==> config.mk <==
export PLATFORM = sky130hd
export DESIGN_NAME = data_mem_arbiter_flat
export DESIGN_NICKNAME = d
export VERILOG_FILES = /design/src/rtl/data_mem_arbiter_pkg.sv /design/src/rtl/data_mem_arbiter_if.sv /design/src/rtl/data_mem_arbiter_pick.sv /design/src/rtl/data_mem_arbiter.sv /design/src/flat_wrapper.sv
export SDC_FILE = /design/constraint.sdc
export NUM_CORES = 1
export LEC_CHECK = 0
export ABC_AREA = 1
export CORE_AREA = 2 2 69 77
export DETAILED_ROUTE_END_ITERATION = 7
export DIE_AREA = 0 0 71 79
export PLACE_DENSITY = 0.82
export SETUP_SLACK_MARGIN = 0.3
export SLEW_MARGIN = 20
export SYNTH_ARGS = -nofsm -noshare
export SYNTH_HDL_FRONTEND = slang
export SYNTH_SLANG_ARGS = --single-unit
==> constraint.sdc <==
create_clock -name Clock -period 1.2 [get_ports Clock]
set_input_delay 0.24 -clock Clock [delete_from_list [all_inputs] [get_ports Clock]]
set_output_delay 0.24 -clock Clock [all_outputs]
set_load 0.02 [all_outputs]
==> src/rtl/data_mem_arbiter_pkg.sv <==
// Shared types and constants for the two-port data memory arbiter.
package arb_pkg;

    typedef enum logic [0:0] {
        IDLE = 1'b0,
        RD   = 1'b1
    } arb_state_t;

    localparam logic PORT_CPU = 1'b0;
    localparam logic PORT_AUX = 1'b1;

    localparam int unsigned DW_DEFAULT = 16;
    localparam int unsigned AW_DEFAULT = 12;

endpackage

==> src/rtl/data_mem_arbiter_if.sv <==
// Requester ports and memory port of the data memory arbiter, bundled as one interface.
interface data_mem_arbiter_if
    import arb_pkg::*;
#(
    parameter int unsigned DW = DW_DEFAULT,
    parameter int unsigned AW = AW_DEFAULT
) ();

    logic          Rd0, Wr0, Waitreq0;
    logic [AW-1:0] Addr0;
    logic [DW-1:0] WrData0, RdData0;

    logic          Rd1, Wr1, Waitreq1;
    logic [AW-1:0] Addr1;
    logic [DW-1:0] WrData1, RdData1;

    logic [AW-1:0] MemAddr;
    logic [DW-1:0] MemWrData, MemRdData;
    logic          MemWren;

    modport slave (
        input  Rd0, Wr0, Addr0, WrData0, Rd1, Wr1, Addr1, WrData1, MemRdData,
        output RdData0, Waitreq0, RdData1, Waitreq1, MemAddr, MemWrData, MemWren
    );

    modport master (
        output Rd0, Wr0, Addr0, WrData0, Rd1, Wr1, Addr1, WrData1, MemRdData,
        input  RdData0, Waitreq0, RdData1, Waitreq1, MemAddr, MemWrData, MemWren
    );

endinterface

==> src/rtl/data_mem_arbiter_pick.sv <==
// Winner select between the two requesters. ARB_ROUND_ROBIN_EN selects round robin,
// otherwise port 0 has fixed priority.
module arb_pick (
    input  logic req0,
    input  logic req1,
    input  logic last,
    output logic any,
    output logic winner
);

    assign any = req0 | req1;

`ifdef ARB_ROUND_ROBIN_EN
    // On contention the port that did not win last time goes first.
    assign winner = (req0 && req1) ? ~last : req1;
`else
    logic unused_last;
    assign unused_last = last;
    assign winner      = req1 & ~req0;
`endif

endmodule

==> src/rtl/data_mem_arbiter.sv <==
// Serialises two waitrequest-style requesters onto one registered-read memory.
// Define ARB_ROUND_ROBIN_EN for round-robin arbitration; default is port 0 priority.
module data_mem_arbiter
    import arb_pkg::*;
#(
    parameter int unsigned DW = DW_DEFAULT,
    parameter int unsigned AW = AW_DEFAULT
) (
    input logic               Clock,
    input logic               Reset,
    data_mem_arbiter_if.slave bus
);

    arb_state_t    state_q, state_d;
    logic          owner_q, owner_d;
    logic          last_q, last_d;
    logic          req0, req1, any_req, winner, win_wr;
    logic [AW-1:0] win_addr, own_addr;
    logic [DW-1:0] win_wdata;

    assign req0 = bus.Rd0 | bus.Wr0;
    assign req1 = bus.Rd1 | bus.Wr1;

    arb_pick u_pick (
        .req0   (req0),
        .req1   (req1),
        .last   (last_q),
        .any    (any_req),
        .winner (winner)
    );

    // Write wins over read when both strobes are raised on one port.
    assign win_wr    = winner ? bus.Wr1     : bus.Wr0;
    assign win_addr  = winner ? bus.Addr1   : bus.Addr0;
    assign win_wdata = winner ? bus.WrData1 : bus.WrData0;
    assign own_addr  = owner_q ? bus.Addr1  : bus.Addr0;

    always_comb begin
        state_d       = state_q;
        owner_d       = owner_q;
        last_d        = last_q;
        bus.MemAddr   = bus.Addr0;
        bus.MemWrData = bus.WrData0;
        bus.MemWren   = 1'b0;
        bus.Waitreq0  = req0;
        bus.Waitreq1  = req1;
        bus.RdData0   = '0;
        bus.RdData1   = '0;
        unique case (state_q)
            IDLE: begin
                if (any_req) begin
                    last_d        = winner;
                    bus.MemAddr   = win_addr;
                    bus.MemWrData = win_wdata;
                    if (win_wr) begin
                        bus.MemWren = 1'b1;
                        if (winner == PORT_AUX) bus.Waitreq1 = 1'b0;
                        else                    bus.Waitreq0 = 1'b0;
                    end else begin
                        owner_d = winner;
                        state_d = RD;
                    end
                end
            end
            RD: begin
                // Address held so the memory output stays tied to the owner's request.
                bus.MemAddr = own_addr;
                state_d     = IDLE;
                if (owner_q == PORT_AUX) begin
                    bus.Waitreq1 = 1'b0;
                    bus.RdData1  = bus.MemRdData;
                end else begin
                    bus.Waitreq0 = 1'b0;
                    bus.RdData0  = bus.MemRdData;
                end
            end
            default: state_d = IDLE;
        endcase
        if (Reset) begin
            bus.MemWren  = 1'b0;
            bus.Waitreq0 = 1'b1;
            bus.Waitreq1 = 1'b1;
            bus.RdData0  = '0;
            bus.RdData1  = '0;
        end
    end

    always_ff @(posedge Clock or posedge Reset) begin
        if (Reset) begin
            state_q <= IDLE;
            owner_q <= PORT_CPU;
            last_q  <= PORT_AUX;
        end else begin
            state_q <= state_d;
            owner_q <= owner_d;
            last_q  <= last_d;
        end
    end

endmodule

==> src/flat_wrapper.sv <==
// flat-port wrapper written by rule: the top's interface ports become plain ports
module data_mem_arbiter_flat import arb_pkg::*;
#(
    parameter int unsigned DW = DW_DEFAULT,
    parameter int unsigned AW = AW_DEFAULT
)
  (Clock, Reset, bus_Rd0, bus_Wr0, bus_Addr0, bus_WrData0, bus_Rd1, bus_Wr1, bus_Addr1, bus_WrData1, bus_MemRdData, bus_RdData0, bus_Waitreq0, bus_RdData1, bus_Waitreq1, bus_MemAddr, bus_MemWrData, bus_MemWren);
  data_mem_arbiter_if #(.DW(DW), .AW(AW)) bus_i ();
  input logic Clock;
  input logic Reset;
  input wire logic [$bits(bus_i.Rd0)-1:0] bus_Rd0;
  input wire logic [$bits(bus_i.Wr0)-1:0] bus_Wr0;
  input wire logic [$bits(bus_i.Addr0)-1:0] bus_Addr0;
  input wire logic [$bits(bus_i.WrData0)-1:0] bus_WrData0;
  input wire logic [$bits(bus_i.Rd1)-1:0] bus_Rd1;
  input wire logic [$bits(bus_i.Wr1)-1:0] bus_Wr1;
  input wire logic [$bits(bus_i.Addr1)-1:0] bus_Addr1;
  input wire logic [$bits(bus_i.WrData1)-1:0] bus_WrData1;
  input wire logic [$bits(bus_i.MemRdData)-1:0] bus_MemRdData;
  output wire logic [$bits(bus_i.RdData0)-1:0] bus_RdData0;
  output wire logic [$bits(bus_i.Waitreq0)-1:0] bus_Waitreq0;
  output wire logic [$bits(bus_i.RdData1)-1:0] bus_RdData1;
  output wire logic [$bits(bus_i.Waitreq1)-1:0] bus_Waitreq1;
  output wire logic [$bits(bus_i.MemAddr)-1:0] bus_MemAddr;
  output wire logic [$bits(bus_i.MemWrData)-1:0] bus_MemWrData;
  output wire logic [$bits(bus_i.MemWren)-1:0] bus_MemWren;
  assign bus_i.Rd0 = bus_Rd0;
  assign bus_i.Wr0 = bus_Wr0;
  assign bus_i.Addr0 = bus_Addr0;
  assign bus_i.WrData0 = bus_WrData0;
  assign bus_i.Rd1 = bus_Rd1;
  assign bus_i.Wr1 = bus_Wr1;
  assign bus_i.Addr1 = bus_Addr1;
  assign bus_i.WrData1 = bus_WrData1;
  assign bus_i.MemRdData = bus_MemRdData;
  assign bus_RdData0 = bus_i.RdData0;
  assign bus_Waitreq0 = bus_i.Waitreq0;
  assign bus_RdData1 = bus_i.RdData1;
  assign bus_Waitreq1 = bus_i.Waitreq1;
  assign bus_MemAddr = bus_i.MemAddr;
  assign bus_MemWrData = bus_i.MemWrData;
  assign bus_MemWren = bus_i.MemWren;
  data_mem_arbiter #(.DW(DW), .AW(AW)) u_core (.Clock(Clock), .Reset(Reset), .bus(bus_i));
endmodule
==> impl_metrics.json <==
{
  "drv_slew": 0,
  "synthAdderAreaFrac_pct": 0,
  "area_growth_pct": 219,
  "grt_overflow": 0,
  "layout_min_cycle_time_ps": 1670,
  "critPathMaxFanout": 7,
  "synth_largest_area_cell": "nand2_1",
  "wirelength_um": 5910,
  "drive_gt1_share_pct": 50.1,
  "powerDensity_mw_per_mm2": 525,
  "gp_congestion": 0.814,
  "grtUsageTotal_pct": 20.5,
  "cts_buffer_depth": 2,
  "cts.sinks": 2,
  "synth_top_area_share_pct": 27.1,
  "skew_ps": 7.68,
  "antenna_left": 0,
  "die_x_um": 71,
  "synth_xor_area_share_pct": 0,
  "synth_compound_area_share_pct": 6.95,
  "tightest_slew_ps": 210,
  "tns_ps": -24220,
  "die_y_um": 79,
  "route.detailed.drc": 0,
  "fin_ws_ps": -472,
  "hold_path.class": "primary input to async pin",
  "cts_made_buffers": 3,
  "start_util_pct": 22.0,
  "cp-start-kind": "register",
  "power.leakage_nw": 1.75,
  "drt_iter0_drc": 110,
  "slew_headroom_pct": 85.8,
  "post_drt_wl_per_cell_um": 12.7,
  "crit_path_end_kind": "output port",
  "setup_viol": 63,
  "violations": "negative setup slack",
  "num_rows": 27,
  "worst_hold_slack_ps": 268,
  "required_ps": 960,
  "ys_top_cells_by_area": "nand2_1, inv_1, nor3_1, nand3_1, a21oi_1",
  "nets": 486,
  "path_clk_slew_ps": 30,
  "cts_tree": "yes",
  "status": "finished, violations left",
  "max_cap_violations": 0,
  "dp_hpwl_um": 4430,
  "yosysWarnings": 0,
  "grt_max_degree": 23,
  "ioPinCount": 141,
  "insertion_delay_ps": 210,
  "synth-seq-cells": 2,
  "muxShareOfSynthArea_pct": 0,
  "synth_area_mm2": 0.00108,
  "critPathMaxStageDelay_ps": 450,
  "hold_viol": 0,
  "grt_pass1_vias": 2165,
  "path_cells": "nor2_4 > nand3_4 > buf_12 > buf_8 > nand2_2 > nand2_2 > buf_6",
  "max_freq_mhz": 598,
  "cpMostUsedCell": "nand2_2",
  "period_share_pct": 139,
  "cts_htree_levels": 1,
  "grt_pass1_wl_um": 9420,
  "synth_cell_types": 18,
  "worst-setup-path-type": "register to output port",
  "antenna_found_initial": 0,
  "synth_simple_gate_area_share_pct": 64.0,
  "clockRootBuffer": "clkbuf_8",
  "dieArea_mm2": 0.00561,
  "slowest_stage": "dfrtp_2",
  "place_ws_ps": -1010,
  "portBuffers": 140,
  "vias": 2166,
  "core_mm2": 0.00490,
  "firstDrtPassIters": 4,
  "critical_path_arrival_ps": 1430,
  "ir_drop_mv": 0.243,
  "viasPerCell": 4.66,
  "synth_top_family_by_area": "simple AND/OR/NAND/NOR gates",
  "n_antenna_cell": 0,
  "yosysSeqAreaShare_pct": 4.63,
  "syn_avg_cell_area_um2": 4.58,
  "rsz0062_at_grt": "true",
  "synth_cells": 236,
  "synth_nets": 314
}
[worst max-delay path: cells and delay by family, from the launching register on]
family	cells	cell delay, ps
buffers and inverters	3	410
flip-flops	1	450
AND/OR/NAND/NOR	4	350
[power by group]
group          switching (mW)  internal, mW
clock                  0.0577         0.226
sequential             0.0100        0.0753
combinational           0.699         0.739
[through the flow]
step / instances / utilization, % / cell area, um^2 / power, mW
floorplan: 236 / - / 1530 / 0.723
global placement: 444 / 63.8 / 3130 / 1.35
detailed placement: 444 / 63.8 / 3130 / 1.38
CTS: 464 / 69.1 / 3390 / 1.79
global route: 465 / 70.2 / 3440 / 1.92
finish: 465 / 70.2 / 3440 / 1.81
[sequential cells by signal (all words and copies together), names as in the netlist]
signal          count
u_core.state_q      1
u_core.owner_q      1
[layout make-up]
type                       count  area (um^2)
tap                           58         72.6
fill                         395         1460
multi-input combinational    171         1260
clock buffer                   4         45.0
sequential                     2         51.3
timing repair buffer         181         1810
inverter                      49          199
[final timing paths]
kind / slack, ps / depth (start not counted) / end / from
worst max-delay path: -470 / 7 / bus_MemWrData[8] / u_core.state_q
worst min-delay path: 270 / 4 / u_core.state_q / Reset
worst max register to register: 0 / 7 / u_core.owner_q / u_core.state_q
worst min register to register: 620 / 3 / u_core.owner_q / u_core.owner_q
max in group asynchronous: 830 / 4 / u_core.state_q / Reset
min in group Clock: 620 / 3 / u_core.owner_q / u_core.owner_q
[metal layers]
metal	wire length (um)	vias up	part of all wire (%)	track usage, %
met3	474	4	8.0	3.81
met5	0	-	0	0
li1	-	1070	-	-
met1	2130	982	36	21.9
met2	3270	110	55	40.3
met4	30	0	0.51	5.66
[cell usage in the layout (no fill, tap or decap), types with 2 or more instances in the layout]
cell type and instances:
buf_16 2, inv_8 2, nand2_1 33, nand2_4 7, clkbuf_8 3, nor3_2 7, buf_12 8, nand3_2 2
inv_1 44, nor3_4 25, clkdlybuf4s50_1 72, a21oi_1 9, nand3_1 24, buf_2 2, nor2_1 13, buf_4 58
dlygate4sd2_1 4, inv_2 3, nand2_2 41, a21oi_2 4, buf_6 33
[kinds of logic after synthesis]
logic type | count (synthesis)
DFF | 2
AOI/OAI and AO/OA | 15
buffers and inverters | 63
and+or+nand+nor | 156
[what timing repair did]
item / in CTS / in global routing
gates resized for setup: 375 / 11
setup endpoints to repair: 65 / 65
hold buffers: 0 / 0
pin swaps: 6 / 1
cloned: 2 / 0
buffers inserted: 14 / 1
[synthesized netlist by cell type]
master and number:
o21ai_0 2, inv_1 47, nor2_2 1, clkbuf_1 5, nand2_2 3, nand3_4 1
nand2_1 78, buf_2 5, inv_4 1, nor3_1 33, nor2_4 1, inv_2 1
nand3_1 26, nor2_1 13, a21oi_1 13, buf_6 1, dfrtp_1 2, buf_4 3
(Power assumes the default switching activity.)
